## src/rtl/picorv32_arb_pkg.sv

```systemverilog
// picorv32_arb_pkg
// Shared types for the two-master picorv32 memory arbiter:
//   arb_state_e - arbiter FSM states (IDLE picks, REQ drives memory, ACK answers)
//   CNT_W       - width of the per-transaction wait counter
//   arb_req_t   - request fields latched from the winning master
package picorv32_arb_pkg;

    typedef enum logic [1:0] {
        ST_IDLE = 2'd0,
        ST_REQ  = 2'd1,
        ST_ACK  = 2'd2
    } arb_state_e;

    localparam int CNT_W = 16;

    typedef struct packed {
        logic        instr;
        logic [31:0] addr;
        logic [31:0] wdata;
        logic [3:0]  wstrb;
    } arb_req_t;

endpackage

```

## src/rtl/picorv32_arb_rr.sv

```systemverilog
// picorv32_arb_rr
// Combinational 2-way round-robin pick.
//   valid0_i, valid1_i - request valids of master 0 and master 1
//   last_grant_i       - index of the previously granted master
//   winner_o           - index of the master to serve next
//   any_o              - at least one master is requesting
module picorv32_arb_rr (
    input  logic valid0_i,
    input  logic valid1_i,
    input  logic last_grant_i,
    output logic winner_o,
    output logic any_o
);

    assign any_o = valid0_i | valid1_i;

    // On a tie the master that was not served last wins; otherwise the sole
    // requester wins (master 0 when neither requests, which is harmless).
    assign winner_o = (valid0_i & valid1_i) ? ~last_grant_i : valid1_i;

endmodule

```

## src/rtl/picorv32_mem_arbiter.sv

```systemverilog
// picorv32_mem_arbiter
// Shares one picorv32 native memory port between two masters. Round-robin
// per transaction, with an optional wait timeout that answers with a fixed
// error word so a hung memory cannot stall both requesters.
//   clk, resetn              - clock, asynchronous active-low reset
//   m0_* / m1_*              - upstream picorv32 memory ports (valid/instr/addr/
//                              wdata/wstrb in, ready/rdata out)
//   out_*                    - downstream memory port (valid/instr/addr/wdata/
//                              wstrb out, ready/rdata in)
//   timeout_err              - one-cycle pulse alongside a timed-out response
//   grant                    - index of the current or last granted master
module picorv32_mem_arbiter
    import picorv32_arb_pkg::*;
#(
    parameter int unsigned TIMEOUT   = 1024,
    parameter logic [31:0] ERR_RDATA = 32'hDEADBEEF
) (
    input  logic        clk,
    input  logic        resetn,

    input  logic        m0_valid,
    input  logic        m0_instr,
    input  logic [31:0] m0_addr,
    input  logic [31:0] m0_wdata,
    input  logic [3:0]  m0_wstrb,
    output logic        m0_ready,
    output logic [31:0] m0_rdata,

    input  logic        m1_valid,
    input  logic        m1_instr,
    input  logic [31:0] m1_addr,
    input  logic [31:0] m1_wdata,
    input  logic [3:0]  m1_wstrb,
    output logic        m1_ready,
    output logic [31:0] m1_rdata,

    output logic        out_valid,
    output logic        out_instr,
    output logic [31:0] out_addr,
    output logic [31:0] out_wdata,
    output logic [3:0]  out_wstrb,
    input  logic        out_ready,
    input  logic [31:0] out_rdata,

    output logic        timeout_err,
    output logic        grant
);

    arb_state_e       state_q, state_d;
    logic             grant_q, grant_d;
    arb_req_t         req_q, req_d;
    logic             valid_q, valid_d;
    logic             rdy0_q, rdy0_d;
    logic             rdy1_q, rdy1_d;
    logic             terr_q, terr_d;
    logic [31:0]      resp_q, resp_d;
    logic [CNT_W-1:0] cnt_q, cnt_d;

    logic             rr_win;
    logic             rr_any;
    arb_req_t         win_req;
    logic             expire;

    picorv32_arb_rr u_rr (
        .valid0_i     (m0_valid),
        .valid1_i     (m1_valid),
        .last_grant_i (grant_q),
        .winner_o     (rr_win),
        .any_o        (rr_any)
    );

    // Only the winner's fields are ever looked at.
    assign win_req = rr_win ? '{m1_instr, m1_addr, m1_wdata, m1_wstrb}
                            : '{m0_instr, m0_addr, m0_wdata, m0_wstrb};

    // Counter holds the number of REQ cycles already waited; the last allowed
    // wait cycle is the one where it reads TIMEOUT-1.
    assign expire = (TIMEOUT != 0) && (cnt_q == CNT_W'(TIMEOUT - 1));

    always_comb begin
        state_d = state_q;
        grant_d = grant_q;
        req_d   = req_q;
        valid_d = valid_q;
        rdy0_d  = 1'b0;
        rdy1_d  = 1'b0;
        terr_d  = 1'b0;
        resp_d  = resp_q;
        cnt_d   = cnt_q;

        case (state_q)
            ST_IDLE: begin
                if (rr_any) begin
                    state_d = ST_REQ;
                    grant_d = rr_win;
                    req_d   = win_req;
                    valid_d = 1'b1;
                    cnt_d   = '0;
                end
            end
            ST_REQ: begin
                // out_ready takes priority over an expiry on the same cycle.
                if (out_ready || expire) begin
                    state_d = ST_ACK;
                    valid_d = 1'b0;
                    resp_d  = out_ready ? out_rdata : ERR_RDATA;
                    terr_d  = ~out_ready;
                    rdy0_d  = ~grant_q;
                    rdy1_d  = grant_q;
                end else if (cnt_q != '1) begin
                    cnt_d = cnt_q + CNT_W'(1);
                end
            end
            // ACK never samples requests, so the served master has time to
            // drop its valid before IDLE looks again.
            ST_ACK: begin
                state_d = ST_IDLE;
            end
            default: begin
                state_d = ST_IDLE;
            end
        endcase
    end

    always_ff @(posedge clk or negedge resetn) begin
        if (!resetn) begin
            state_q <= ST_IDLE;
            grant_q <= 1'b1;
            req_q   <= '0;
            valid_q <= 1'b0;
            rdy0_q  <= 1'b0;
            rdy1_q  <= 1'b0;
            terr_q  <= 1'b0;
            resp_q  <= '0;
            cnt_q   <= '0;
        end else begin
            state_q <= state_d;
            grant_q <= grant_d;
            req_q   <= req_d;
            valid_q <= valid_d;
            rdy0_q  <= rdy0_d;
            rdy1_q  <= rdy1_d;
            terr_q  <= terr_d;
            resp_q  <= resp_d;
            cnt_q   <= cnt_d;
        end
    end

    assign out_valid   = valid_q;
    assign out_instr   = req_q.instr;
    assign out_addr    = req_q.addr;
    assign out_wdata   = req_q.wdata;
    assign out_wstrb   = req_q.wstrb;
    assign m0_ready    = rdy0_q;
    assign m1_ready    = rdy1_q;
    assign m0_rdata    = resp_q;
    assign m1_rdata    = resp_q;
    assign timeout_err = terr_q;
    assign grant       = grant_q;

endmodule

```

## config.mk

```make
export PLATFORM = sky130hd
export DESIGN_NAME = picorv32_mem_arbiter
export DESIGN_NICKNAME = d
export VERILOG_FILES = /design/src/rtl/picorv32_arb_pkg.sv /design/src/rtl/picorv32_arb_rr.sv /design/src/rtl/picorv32_mem_arbiter.sv
export SDC_FILE = /design/constraint.sdc
export NUM_CORES = 1
export LEC_CHECK = 0
export ABC_AREA = 0
export CAP_MARGIN = 15
export CORE_MARGIN = 5
export CORE_UTILIZATION = 35
export CTS_CLUSTER_SIZE = 8
export DETAILED_ROUTE_END_ITERATION = 8
export PLACE_DENSITY = 0.73
export SLEW_MARGIN = 20
export SYNTH_ARGS = -nofsm -noshare
export SYNTH_HDL_FRONTEND = slang
export SYNTH_SLANG_ARGS = --single-unit
export TNS_END_PERCENT = 30
```

## constraint.sdc

```tcl
create_clock -name clk -period 2.4 [get_ports clk]
set_input_delay 0.48 -clock clk [delete_from_list [all_inputs] [get_ports clk]]
set_output_delay 0.48 -clock clk [all_outputs]
set_load 0.02 [all_outputs]
```

==> out/qor.yml <==
status:
  outcome: "completed"
setup_path:
  cp-startpoint: "grant$_DFFE_PN1P_"
  crit_fanout: 6
  cp_slowest_stage_delay_ns: 0.65
  required_ns: 1.92
  critPathTopFamily: "buffers and inverters"
  regToRegStartpoint: "cnt_q[0]$_DFFE_PN0P_"
  critical_path_depth: 1
  crit_chain: "clkdlybuf4s50_1"
  r2r_slack_ns: 0.34
  worstSetupPathType: "reg2out"
  crit_slowest_cell: "clkdlybuf4s50_1"
  crit_arrival_ns: 1.67
  crit_end: "grant"
  r2r_end: "m0_rdata[23]$_DFFE_PN0P_"
  cp_num_buf_inv: 1
  end_kind: "primary output"
  r2r_cells: 7
  cp-start-kind: "flip-flop"
cts:
  clk_pin_slew_ns: 0.05
  cts.sinks: 124
  postCtsSetupBuffers: 0
  cts_root_buf: "clkbuf_16"
  ctsLongestPathBuffers: 2
  postCtsHoldBufs: 0
  cts_tree: "yes"
  clock_latency_ns: 0.41
  cts_max_level: 4
  cts_resized: 0
  cts_buffers: 17
synth:
  ys_warn_count: 0
  postSynth.asyncResetShare_pct: 100
  synth_nets: 711
  yosysSeqAreaShare_pct: 53.8
  synth_area_um2: 5770
  syn_avg_cell_area_um2: 10.8
  syn_inst: 535
  dominantRegCellSynth: "dfrtp_1"
  yosysUniqueCellTypes: 47
  synth-edff-count: 0
  ys_ff_latch: 124
sta:
  finalSetupViolCount: 0
  setup-tns-final_ns: 0
  min_period_ns: 2.15
  clock.fmax_mhz: 465
  skew_ns: 0.0120
  hold_viol: 0
  relSlewSlack_pct: 52.3
  rsz0062_at_grt: "no"
  worst_pin_slew_ns: 0.715
  report.final.slew_viol_count: 0
  finalCritPeriodShare_pct: 89.6
detailed_routing:
  drt-total-wl_um: 18600
  vias: 5027
  ant_nets: 0
  wl_per_cell_um: 17.8
  drc_errors: 0
  first_pass_iters: 4
  viasPerCell: 4.82
  drtIter0Drc: 350
power:
  netSwitchingFraction_pct: 37.5
  p_clk_share_pct: 21.2
  leakage_nw: 4.03
  vdd_drop_max_mv: 0.581
  seqPwrFrac_pct: 29.3
  p_comb_share_pct: 49.5
  power.density_nw_per_um2: 1290
  internal_power_mw: 7.66
  p_sw_mw: 4.60
floorplan:
  design.core.area_um2: 16300
  fp-row-count: 47
  floorplan.die_area_um2: 19100
  die_x_um: 138
  die_y_um: 138
  start_util_pct: 35.3
  io_pins: 313
place:
  gp_congestion: 0.810
  portBuffers: 312
  post-dp-hpwl_um: 13900
layout:
  n_fill_cell: 1443
  final_common_cell: "clkdlybuf4s50_1"
  num_antenna_cells: 0
  drive_gt1_share_pct: 6.44
  regArea_um2: 3100
  utilization_pct: 58.2
  final_nets: 986
  layout_common_cells: "clkdlybuf4s50_1 (311), dfrtp_1 (123), nand2_1 (79)"
  syn2layout_area_growth_pct: 65.0
  multi_input_area_um2: 2240
global_routing:
  grt_util_all_layers_pct: 19.2
  grt_max_degree: 125
  gr-total-overflow: 0
  antenna_found_initial: 0
  grt_pass1_wl_um: 29000
  grt_pass1_vias: 5004
worst_hold_path:
  min_path_type: "in2async"
job:
  drv_cap: 0
synth_stat cells (3+ instances only):
| cell | instances | area, um^2 |
|---|---|---|
| o22a_1 | 25 | 219 |
| dfrtp_1 | 123 | 3080 |
| nor3_1 | 5 | 25.0 |
| clkbuf_1 | 10 | 37.5 |
| a22o_1 | 11 | 96.3 |
| a41oi_1 | 3 | 26.3 |
| o21ai_0 | 68 | 340 |
| mux2i_1 | 69 | 691 |
| nand3_1 | 5 | 25.0 |
| nor4_1 | 3 | 18.8 |
| a31oi_1 | 9 | 56.3 |
| and2_1 | 4 | 25.0 |
| a21o_1 | 6 | 45.0 |
| o21ai_1 | 7 | 35.0 |
| inv_1 | 3 | 11.3 |
| buf_4 | 38 | 285 |
| buf_2 | 17 | 85.1 |
| nor2_1 | 8 | 30.0 |
| and3_1 | 3 | 18.8 |
| a21oi_1 | 8 | 40.0 |
| nand2_1 | 79 | 297 |
worst min-delay path by stage:
stage	startpoint	end	slack (ns)	depth (start not counted)
2_1_floorplan	resetn	cnt_q[0]$_DFFE_PN0P_	0.18	0
3_3_place_gp	out_valid$_DFFE_PN0P_	out_valid$_DFFE_PN0P_	0.46	1
3_5_place_dp	out_valid$_DFFE_PN0P_	out_valid$_DFFE_PN0P_	0.47	1
4_1_cts	resetn	out_valid$_DFFE_PN0P_	0.22	2
5_1_grt	resetn	m0_rdata[20]$_DFFE_PN0P_	0.23	2
6_report	resetn	m0_rdata[20]$_DFFE_PN0P_	0.15	2
cells by family (layout without fill, tap and decap cells):
logic type	after synthesis	count (layout)	share of synthesized area, %
adder cells (fa/ha/maj)	1	1	0.217
flip-flops	124	124	53.8
AND/OR/NAND/NOR	117	117	9.13
buffers and inverters	72	360	7.66
multiplexers	69	69	12.0
AO/OA/AOI/OAI	152	152	17.2
routing by layer:
| metal | routed length, um | up-vias | part of all wire [%] | GRT usage, % |
|---|---|---|---|---|
| met1 | 7430 | 2392 | 40 | 22.8 |
| met4 | 450 | 0 | 2.4 | 7.38 |
| met5 | 0 | - | 0 | 0 |
| li1 | - | 2428 | - | - |
| met3 | 959 | 36 | 5.2 | 5.52 |
| met2 | 9780 | 171 | 53 | 33.0 |
flip-flops by register name, indices dropped and copies added, names as in the netlist, 2 cells and up:
signal and cells:
out_wdata 32, out_addr 32, m0_rdata 32, state_q 2
out_wstrb 4, cnt_q 16
stage by stage:
stage          power, mW  setup WS, ns  hold slack (ns)  cells  cell area (um^2)
6_report            12.3         0.250            0.149   1043              9520
3_3_place_gp        9.66         0.302            0.457   1011              8910
4_1_cts             12.4         0.223            0.216   1043              9520
5_1_grt             13.0         0.152            0.234   1043              9520
2_1_floorplan       6.93         0.601            0.184    535              5770
3_5_place_dp        9.77         0.225            0.466   1011              8910
area by class of cell:
class	instances	share of cell area [%]
well taps	220	2.89
multi-input cells	339	23.6
flip-flops and latches	124	32.6
inverters	5	0.197
clock buffers	27	5.60
repair buffers	323	34.3
clock inverters	5	0.815
power by group through the flow:
stage,logic [mW],registers (mW),clock network [mW]
finish,6.07,3.59,2.60
global route,6.47,3.71,2.79
CTS,6.16,3.59,2.67
detailed placement,6.15,3.62,0
global placement,6.07,3.59,0
floorplan,2.34,4.59,0
Note: power is estimated with default switching activity, not from simulation.
